===== src/rtl/img_csc_pkg.sv =====
`default_nettype none
// ============================================================================
// Module      : img_csc_pkg
// Description : Shared definitions for the RGB <-> YCbCr444 colour-space
//               converter: conversion modes, Q8 coefficient tables and
//               error-flag bit indices. Independent of the component width.
// Revision    : 1.0 - initial release
// ============================================================================
package img_csc_pkg;

    // Mode encoding is {dir, std}: bit 1 selects inverse, bit 0 selects BT.709.
    typedef enum logic [1:0] {
        CSC_601_FWD = 2'd0,
        CSC_709_FWD = 2'd1,
        CSC_601_INV = 2'd2,
        CSC_709_INV = 2'd3
    } csc_mode_e;

    // Signed Q8 coefficient width; the largest magnitude is 475.
    localparam int COEF_W = 10;
    typedef logic [COEF_W-1:0] coef_t;

    // Error-flag bit indices.
    localparam int ERR_CLAMP    = 0;
    localparam int ERR_HS_NO_VS = 1;
    localparam int ERR_VS_NO_FS = 2;
    localparam int ERR_CFG_CHG  = 3;
    localparam int ERR_NB       = 4;

    // Row-major 3x3 matrices, one per mode. Row = output channel, column =
    // input component. Inverse modes carry the Y term as a 256 (1.0 in Q8)
    // coefficient so the shared +128/>>8 rounding applies uniformly.
    localparam int CSC_COEF [4][9] = '{
        '{  77,  150,   29,  -43,  -85,  128,  128, -107,  -21 },
        '{  54,  183,   18,  -29,  -99,  128,  128, -116,  -12 },
        '{ 256,    0,  359,  256,  -88, -183,  256,  454,    0 },
        '{ 256,    0,  403,  256,  -48, -120,  256,  475,    0 }
    };

    function automatic csc_mode_e csc_mode(input logic dir, input logic std);
        return csc_mode_e'({dir, std});
    endfunction

    function automatic logic csc_is_inv(input csc_mode_e mode);
        return (mode == CSC_601_INV) || (mode == CSC_709_INV);
    endfunction

endpackage
`default_nettype wire


===== src/rtl/img_csc_mac3.sv =====
`default_nettype none
// ============================================================================
// Module      : img_csc_mac3
// Description : One output channel of the colour-space converter. Three
//               signed products (stage 2), sum with round-half-up and >>8
//               (stage 3), optional mid-scale offset and clamp to the
//               component range (stage 4). Operands arrive already
//               registered (stage 1) from the parent.
// Ports       : i_sys_clk/i_sys_resetn  clock, async active-low reset
//               i_vld      pixel valid, stage-1 aligned
//               i_add_ofs  add 2^(WD-1) at stage 4, stage-1 aligned
//               i_op0..2   two's-complement operands, WD+1 bits
//               i_coef0..2 Q8 coefficients, stage-1 aligned
//               o_dat      clamped result, holds while no valid pixel
//               o_sat      high in the cycle a clamped value is loaded
// Revision    : 1.0 - initial release
// ============================================================================
module img_csc_mac3
    import img_csc_pkg::*;
#(
    parameter int WD_IMG_DATA = 8
) (
    input  logic                   i_sys_clk,
    input  logic                   i_sys_resetn,
    input  logic                   i_vld,
    input  logic                   i_add_ofs,
    input  logic [WD_IMG_DATA:0]   i_op0,
    input  logic [WD_IMG_DATA:0]   i_op1,
    input  logic [WD_IMG_DATA:0]   i_op2,
    input  coef_t                  i_coef0,
    input  coef_t                  i_coef1,
    input  coef_t                  i_coef2,
    output logic [WD_IMG_DATA-1:0] o_dat,
    output logic                   o_sat
);

    localparam int WD = WD_IMG_DATA;
    localparam int PW = WD + 11;   // product width
    localparam int SW = WD + 13;   // sum width
    localparam int RW = SW - 8;    // after >>8
    localparam int VW = RW + 1;    // after offset add

    localparam logic [SW-1:0] c_rnd  = SW'(128);
    localparam logic [VW-1:0] c_half = VW'(2 ** (WD - 1));

    // All arithmetic is two's complement on plain vectors; signs are
    // propagated by explicit extension so every operation is width-exact.
    logic [PW-1:0] w_op_x0, w_op_x1, w_op_x2;
    logic [PW-1:0] w_cf_x0, w_cf_x1, w_cf_x2;
    logic [PW-1:0] prod0_d, prod1_d, prod2_d;
    logic [PW-1:0] prod0_q, prod1_q, prod2_q;
    logic          vld_s2_d, vld_s2_q, ofs_s2_d, ofs_s2_q;
    logic [SW-1:0] w_sum;
    logic [RW-1:0] rnd_d, rnd_q;
    logic          vld_s3_d, vld_s3_q, ofs_s3_d, ofs_s3_q;
    logic [VW-1:0] w_val;
    logic          w_neg, w_over;
    logic [WD-1:0] w_clamp;
    logic [WD-1:0] dat_d, dat_q;

    // Stage 2: products.
    always_comb begin
        w_op_x0  = {{(PW-WD-1){i_op0[WD]}}, i_op0};
        w_op_x1  = {{(PW-WD-1){i_op1[WD]}}, i_op1};
        w_op_x2  = {{(PW-WD-1){i_op2[WD]}}, i_op2};
        w_cf_x0  = {{(PW-COEF_W){i_coef0[COEF_W-1]}}, i_coef0};
        w_cf_x1  = {{(PW-COEF_W){i_coef1[COEF_W-1]}}, i_coef1};
        w_cf_x2  = {{(PW-COEF_W){i_coef2[COEF_W-1]}}, i_coef2};
        prod0_d  = w_op_x0 * w_cf_x0;
        prod1_d  = w_op_x1 * w_cf_x1;
        prod2_d  = w_op_x2 * w_cf_x2;
        vld_s2_d = i_vld;
        ofs_s2_d = i_add_ofs;
    end

    // Stage 3: sum, round half up, arithmetic >>8 (taking the upper bits of
    // a sign-extended sum is exactly an arithmetic shift).
    always_comb begin
        w_sum    = {{2{prod0_q[PW-1]}}, prod0_q}
                 + {{2{prod1_q[PW-1]}}, prod1_q}
                 + {{2{prod2_q[PW-1]}}, prod2_q}
                 + c_rnd;
        rnd_d    = w_sum[SW-1:8];
        vld_s3_d = vld_s2_q;
        ofs_s3_d = ofs_s2_q;
    end

    // Stage 4: offset and clamp; the output register only loads on a valid
    // pixel so the last result is held between pixels.
    always_comb begin
        w_val   = {rnd_q[RW-1], rnd_q} + (ofs_s3_q ? c_half : '0);
        w_neg   = w_val[VW-1];
        w_over  = ~w_neg & (|w_val[VW-2:WD]);
        if (w_neg) begin
            w_clamp = '0;
        end else if (w_over) begin
            w_clamp = {WD{1'b1}};
        end else begin
            w_clamp = w_val[WD-1:0];
        end
        dat_d = vld_s3_q ? w_clamp : dat_q;
        o_sat = vld_s3_q & (w_neg | w_over);
    end

    always_ff @(posedge i_sys_clk or negedge i_sys_resetn) begin
        if (!i_sys_resetn) begin
            prod0_q  <= '0;
            prod1_q  <= '0;
            prod2_q  <= '0;
            vld_s2_q <= 1'b0;
            ofs_s2_q <= 1'b0;
            rnd_q    <= '0;
            vld_s3_q <= 1'b0;
            ofs_s3_q <= 1'b0;
            dat_q    <= '0;
        end else begin
            prod0_q  <= prod0_d;
            prod1_q  <= prod1_d;
            prod2_q  <= prod2_d;
            vld_s2_q <= vld_s2_d;
            ofs_s2_q <= ofs_s2_d;
            rnd_q    <= rnd_d;
            vld_s3_q <= vld_s3_d;
            ofs_s3_q <= ofs_s3_d;
            dat_q    <= dat_d;
        end
    end

    assign o_dat = dat_q;

endmodule
`default_nettype wire


===== src/rtl/img_csc_rgb_ycbcr444.sv =====
`default_nettype none
// ============================================================================
// Module      : img_csc_rgb_ycbcr444
// Description : Pipelined RGB <-> YCbCr444 colour-space converter, BT.601 /
//               BT.709 full range, configuration latched per frame. Four
//               stage pipeline, one pixel per clock, syncs delay-matched,
//               sticky per-frame error flags.
// Ports       : i_sys_clk, i_sys_resetn   clock, async active-low reset
//               i_cfg_dir  0 = RGB->YCbCr, 1 = YCbCr->RGB
//               i_cfg_std  0 = BT.601, 1 = BT.709
//               s_img_c_fsync/vsync/hsync  input frame/line/pixel flags
//               s_img_mdat0..2             input components
//               m_img_c_fsync/vsync/hsync  flags delayed by NB_PIPE
//               m_img_mdat0..2             converted components
//               m_err_csc_info1            sticky error flags
// Revision    : 1.0 - initial release
// ============================================================================
module img_csc_rgb_ycbcr444
    import img_csc_pkg::*;
#(
    parameter int MD_SIM_ABLE = 0,
    parameter int WD_IMG_DATA = 8,
    parameter int WD_ERR_INFO = 4,
    parameter int NB_PIPE     = 4
) (
    input  logic                   i_sys_clk,
    input  logic                   i_sys_resetn,
    input  logic                   i_cfg_dir,
    input  logic                   i_cfg_std,
    input  logic                   s_img_c_fsync,
    input  logic                   s_img_c_vsync,
    input  logic                   s_img_c_hsync,
    input  logic [WD_IMG_DATA-1:0] s_img_mdat0,
    input  logic [WD_IMG_DATA-1:0] s_img_mdat1,
    input  logic [WD_IMG_DATA-1:0] s_img_mdat2,
    output logic                   m_img_c_fsync,
    output logic                   m_img_c_vsync,
    output logic                   m_img_c_hsync,
    output logic [WD_IMG_DATA-1:0] m_img_mdat0,
    output logic [WD_IMG_DATA-1:0] m_img_mdat1,
    output logic [WD_IMG_DATA-1:0] m_img_mdat2,
    output logic [WD_ERR_INFO-1:0] m_err_csc_info1
);

    localparam int WD = WD_IMG_DATA;
    localparam logic [WD:0] c_half = (WD+1)'(2 ** (WD - 1));

    // Elaboration-time parameter checks.
    if (NB_PIPE != 4) begin : g_chk_pipe
        $error("img_csc_rgb_ycbcr444: NB_PIPE must be 4");
    end
    if ((WD_IMG_DATA < 8) || (WD_IMG_DATA > 12)) begin : g_chk_wd
        $error("img_csc_rgb_ycbcr444: WD_IMG_DATA must be 8..12");
    end
    if (WD_ERR_INFO < ERR_NB) begin : g_chk_err
        $error("img_csc_rgb_ycbcr444: WD_ERR_INFO must be >= 4");
    end
    if ((MD_SIM_ABLE != 0) && (MD_SIM_ABLE != 1)) begin : g_chk_sim
        $error("img_csc_rgb_ycbcr444: MD_SIM_ABLE must be 0 or 1");
    end

    logic              fsync_prev_d, fsync_prev_q;
    logic              w_fsync_rise;
    csc_mode_e         w_cfg_in;
    csc_mode_e         w_mode_cur;
    csc_mode_e         cfg_mode_d, cfg_mode_q;
    csc_mode_e         mode_s1_d, mode_s1_q;
    logic              w_inv;
    logic [WD:0]       op0_d, op1_d, op2_d;
    logic [WD:0]       op0_q, op1_q, op2_q;
    logic [NB_PIPE-1:0] fs_sr_d, fs_sr_q;
    logic [NB_PIPE-1:0] vs_sr_d, vs_sr_q;
    logic [NB_PIPE-1:0] hs_sr_d, hs_sr_q;
    logic [ERR_NB-1:0] w_evt;
    logic [ERR_NB-1:0] err_d, err_q;
    logic [WD-1:0]     w_dat [3];
    logic [2:0]        w_sat;

    // Config latch and stage 1. A pixel arriving in the same cycle as the
    // fsync rise already uses the newly latched mode, so the mode used by
    // the datapath bypasses the latch on that cycle and travels with the
    // pixel from stage 1 onwards.
    always_comb begin
        w_fsync_rise = s_img_c_fsync & ~fsync_prev_q;
        fsync_prev_d = s_img_c_fsync;
        w_cfg_in     = csc_mode(i_cfg_dir, i_cfg_std);
        w_mode_cur   = w_fsync_rise ? w_cfg_in : cfg_mode_q;
        cfg_mode_d   = w_mode_cur;
        mode_s1_d    = w_mode_cur;
        w_inv        = csc_is_inv(w_mode_cur);

        // Chroma is re-centred around zero for the inverse transform.
        op0_d = {1'b0, s_img_mdat0};
        op1_d = w_inv ? ({1'b0, s_img_mdat1} - c_half) : {1'b0, s_img_mdat1};
        op2_d = w_inv ? ({1'b0, s_img_mdat2} - c_half) : {1'b0, s_img_mdat2};

        fs_sr_d = {fs_sr_q[NB_PIPE-2:0], s_img_c_fsync};
        vs_sr_d = {vs_sr_q[NB_PIPE-2:0], s_img_c_vsync};
        hs_sr_d = {hs_sr_q[NB_PIPE-2:0], s_img_c_hsync};
    end

    // Error flags. The clear on an fsync rise replaces the old flags with
    // this cycle's events, so an event coinciding with the clear is kept.
    always_comb begin
        w_evt               = '0;
        w_evt[ERR_CLAMP]    = |w_sat;
        w_evt[ERR_HS_NO_VS] = s_img_c_hsync & ~s_img_c_vsync;
        w_evt[ERR_VS_NO_FS] = s_img_c_vsync & ~s_img_c_fsync;
        w_evt[ERR_CFG_CHG]  = s_img_c_fsync & fsync_prev_q & (w_cfg_in != cfg_mode_q);
        err_d               = w_fsync_rise ? w_evt : (err_q | w_evt);
    end

    always_ff @(posedge i_sys_clk or negedge i_sys_resetn) begin
        if (!i_sys_resetn) begin
            fsync_prev_q <= 1'b0;
            cfg_mode_q   <= CSC_601_FWD;
            mode_s1_q    <= CSC_601_FWD;
            op0_q        <= '0;
            op1_q        <= '0;
            op2_q        <= '0;
            fs_sr_q      <= '0;
            vs_sr_q      <= '0;
            hs_sr_q      <= '0;
            err_q        <= '0;
        end else begin
            fsync_prev_q <= fsync_prev_d;
            cfg_mode_q   <= cfg_mode_d;
            mode_s1_q    <= mode_s1_d;
            op0_q        <= op0_d;
            op1_q        <= op1_d;
            op2_q        <= op2_d;
            fs_sr_q      <= fs_sr_d;
            vs_sr_q      <= vs_sr_d;
            hs_sr_q      <= hs_sr_d;
            err_q        <= err_d;
        end
    end

    // Stages 2..4, one instance per output channel. Channels 1 and 2 are
    // chroma in forward mode and get the mid-scale offset.
    for (genvar ch = 0; ch < 3; ch++) begin : g_ch
        logic w_ofs;
        assign w_ofs = (ch == 0) ? 1'b0 : ~csc_is_inv(mode_s1_q);

        img_csc_mac3 #(
            .WD_IMG_DATA (WD)
        ) u_mac3 (
            .i_sys_clk    (i_sys_clk),
            .i_sys_resetn (i_sys_resetn),
            .i_vld        (hs_sr_q[0]),
            .i_add_ofs    (w_ofs),
            .i_op0        (op0_q),
            .i_op1        (op1_q),
            .i_op2        (op2_q),
            .i_coef0      (coef_t'(CSC_COEF[mode_s1_q][ch*3 + 0])),
            .i_coef1      (coef_t'(CSC_COEF[mode_s1_q][ch*3 + 1])),
            .i_coef2      (coef_t'(CSC_COEF[mode_s1_q][ch*3 + 2])),
            .o_dat        (w_dat[ch]),
            .o_sat        (w_sat[ch])
        );
    end

    assign m_img_c_fsync   = fs_sr_q[NB_PIPE-1];
    assign m_img_c_vsync   = vs_sr_q[NB_PIPE-1];
    assign m_img_c_hsync   = hs_sr_q[NB_PIPE-1];
    assign m_img_mdat0     = w_dat[0];
    assign m_img_mdat1     = w_dat[1];
    assign m_img_mdat2     = w_dat[2];
    assign m_err_csc_info1 = WD_ERR_INFO'(err_q);

endmodule
`default_nettype wire


===== config.mk =====
export PLATFORM = sky130hd
export DESIGN_NAME = img_csc_rgb_ycbcr444
export DESIGN_NICKNAME = d
export VERILOG_FILES = /design/src/rtl/img_csc_pkg.sv /design/src/rtl/img_csc_mac3.sv /design/src/rtl/img_csc_rgb_ycbcr444.sv
export SDC_FILE = /design/constraint.sdc
export NUM_CORES = 2
export LEC_CHECK = 0
export ABC_AREA = 1
export CAP_MARGIN = 25
export CORE_MARGIN = 2
export CORE_UTILIZATION = 47
export CTS_CLUSTER_DIAMETER = 120
export CTS_CLUSTER_SIZE = 30
export DETAILED_ROUTE_END_ITERATION = 10
export SLEW_MARGIN = 0
export SYNTH_ARGS = -nofsm -noshare
export SYNTH_HDL_FRONTEND = slang
export SYNTH_SLANG_ARGS = --single-unit

===== constraint.sdc =====
create_clock -name i_sys_clk -period 15.61 [get_ports i_sys_clk]
set_input_delay 3.9025 -clock i_sys_clk [delete_from_list [all_inputs] [get_ports i_sys_clk]]
set_output_delay 3.9025 -clock i_sys_clk [all_outputs]
set_load 0.1 [all_outputs]

==> results.ini <==
[cts]
cts_buffers=16
clock-sinks=270
path_clk_slew_ns=0.12
root_buffer=clkbuf_16
clockBufferDepth=3
cts_max_level=1
post_cts_resized=0
cts_hold_buf=0
clk_latency_ns=0.55
cts_tree=built
post_cts.repair.setup_buffers=0

[routing]
drt-pass1-iter-count=5
drt_iter0_markers=1478
routedWlPerCell_um=15.87
vias=25680
drt_wl_total_um=81260
drc=0
viasPerCell=5.015
ant_nets=0

[hold_path]
min_path_cells=0
worstHoldPathType=register to register

[global_routing]
grt_util_all_layers_pct=22.46
grt_pass1_vias=25430
antenna_found_initial=1
grt_first_pass_wirelength_um=134200
grt_max_degree=90
grt_overflow_total=0

[critical_path]
arrival_ns=2.10
crit_chain=clkdlybuf4s50_1
worst-path-stages=1
cpLargestDelayFamily=buffers and inverters
cp_slowest_cell=clkdlybuf4s50_1
max_stage_delay_ns=1.14
cp_max_fo=2
end_kind=output pin
reg2reg_depth=19
cp.required_ns=11.71
crit_type=register to output pin
crit_buf_inv=1
start_kind=register

[floorplan]
die_h_um=274.8
core.rowCount=99
coreArea_um2=72830
start_util_pct=47.32
die_w_um=274.8
num_io_pins=62
die-area_um2=75510

[synth]
yosys.cell_count.top_type=inv_1
ys.warnings.count=0
synth_cell_types=41
syn_area_per_cell_um2=8.431
yosysSeqAreaShare_pct=19.60
synth_area_um2=34460
netlist_instances=4088
synth_ff_type=dfrtp_1
synth_seq_cells=270
synth_top_area_share_pct=22.31
synth_edf_count=0
synth_commonest_cells=inv_1, nand2_1, ha_1, fa_1, dfrtp_1
synth_area_leaders=fa_1, ha_1, dfrtp_1, inv_1, nand2_1
synthArstFlopShare_pct=100.0
synth_top_area_cell=fa_1

[run_status]
status=finished clean

[finish]
seq_area_um2=6758
fillers=7112
drive_gt1_share_pct=1.899
nNetsFinal=5148
multi_input_area_um2=24270
final_area_um2=36830
area_growth_pct=6.865

[placed_design]
place.gp.congestion=0.9167
hpwl_um=70300
numPortBuffers=61
dpl_cell_area_um2=36260

[sta]
slew_viol_final=0
grt_setup_unrepaired=no
finalSetupViolCount=0
fin_crit_sh_pct=38.48
finalSetupTns_ns=0
fin_crit_ns=6.007
tightest_slew_ns=0.9951
max_freq_mhz=166.5
hold_viol_final=0
slew-limit-headroom_pct=33.45
skew_ns=0.03129

[flow_run]
drv_cap=0

## final timing paths
kind	from	endpoint	slack (ns)
worst min-delay path	fs_sr_q[2]$_DFF_PN0_	fs_sr_q[3]$_DFF_PN0_	0.36
max in group asynchronous	i_sys_resetn	op1_q[3]$_DFF_PN0_	10.30
worst max register to register	register	g_ch[0].u_mac3.prod2_q[15]$_DFF_PN0_	9.70
worst max-delay path	m_err_csc_info1[2]$_DFF_PN0_	m_err_csc_info1[2]	9.60
min in group asynchronous	i_sys_resetn	g_ch[2].u_mac3.o_dat[4]$_DFFE_PN0P_	3.29
worst min register to register	fs_sr_q[2]$_DFF_PN0_	fs_sr_q[3]$_DFF_PN0_	0.36
## sequential cells by signal, summed over array words and instances, names as in the netlist, 8 cells and up, named ones only
register,cells
op1_q,9
op0_q,8
g_ch.u_mac3.prod1_q,57
g_ch.u_mac3.prod2_q,57
op2_q,9
g_ch.u_mac3.prod0_q,47
g_ch.u_mac3.o_dat,24
g_ch.u_mac3.rnd_q,39
## metal layers
metal	track usage (%)	routed length [µm]	vias up
li1	-	-	12840
met1	32.40	38800	12310
met2	37.25	37790	459
met3	2.034	3191	65
met4	3.926	1483	0
met5	0	0	-
## per-stage QoR
stage / worst slack, ns / utilization (%) / hold WS, ns / instances
4_1_cts: 9.551 / 50.56 / 0.3637 / 5119
6_report: 9.603 / 50.57 / 0.3608 / 5120
3_5_place_dp: 9.543 / 49.78 / 0.3363 / 5092
3_3_place_gp: 9.600 / 49.78 / 0.3330 / 5092
2_1_floorplan: 10.44 / - / 0.3312 / 4094
5_1_grt: 9.357 / 50.56 / 0.3737 / 5119
## worst reg2reg max path, cell delays in order (launching register included)
cell     delay, ns
dfrtp_2       0.38
buf_4         0.55
ha_1          0.97
nand2_1       0.18
fa_1          0.53
inv_1         0.05
fa_1          0.50
inv_1         0.05
fa_1          0.46
fa_1          0.54
inv_1         0.05
fa_1          0.45
ha_1          0.36
a21oi_1       0.16
nand2_1       0.14
nand2_1       0.09
nand2_1       0.08
nand2_1       0.07
nand2_1       0.06
xor2_1        0.14
## cell type report
| class | count | area share (%) |
|---|---|---|
| Multi-Input combinational cell | 2905 | 65.89 |
| Sequential cell | 270 | 18.35 |
| Timing Repair Buffer | 74 | 1.936 |
| Clock buffer | 18 | 1.165 |
| Inverter | 884 | 9.009 |
| Clock inverter | 9 | 0.3873 |
| Antenna cell | 1 | 0.006794 |
| Tap cell | 959 | 3.258 |
## logic make-up after synthesis
logic type	count (synthesis)	share of synthesized area, %
XOR/XNOR	168	4.324
AO/OA/AOI/OAI	391	6.143
adder cells (fa/ha/maj)	966	43.43
flip-flops	270	19.60
buffers and inverters	919	10.05
AND/OR/NAND/NOR	1372	16.42
other	2	0.02179
## placed cells by master, fill, tap and decap left out, types with 19 or more instances in the layout
cell type | synthesis | final
nor3_1 | 25 | 25
o21ai_0 | 111 | 111
fa_1 | 384 | 384
clkdlybuf4s50_1 | 0 | 60
dfrtp_1 | 270 | 269
ha_1 | 582 | 582
xor2_1 | 126 | 126
nor2_1 | 258 | 258
o21bai_1 | 19 | 19
nand4_1 | 37 | 37
inv_1 | 877 | 877
a21oi_1 | 204 | 204
xnor2_1 | 41 | 41
nand3_1 | 162 | 162
nand3b_1 | 20 | 20
nand2_1 | 843 | 843
Power is not shown: default switching activity piles up to over one toggle a cycle in this logic, so the estimate is an artifact.
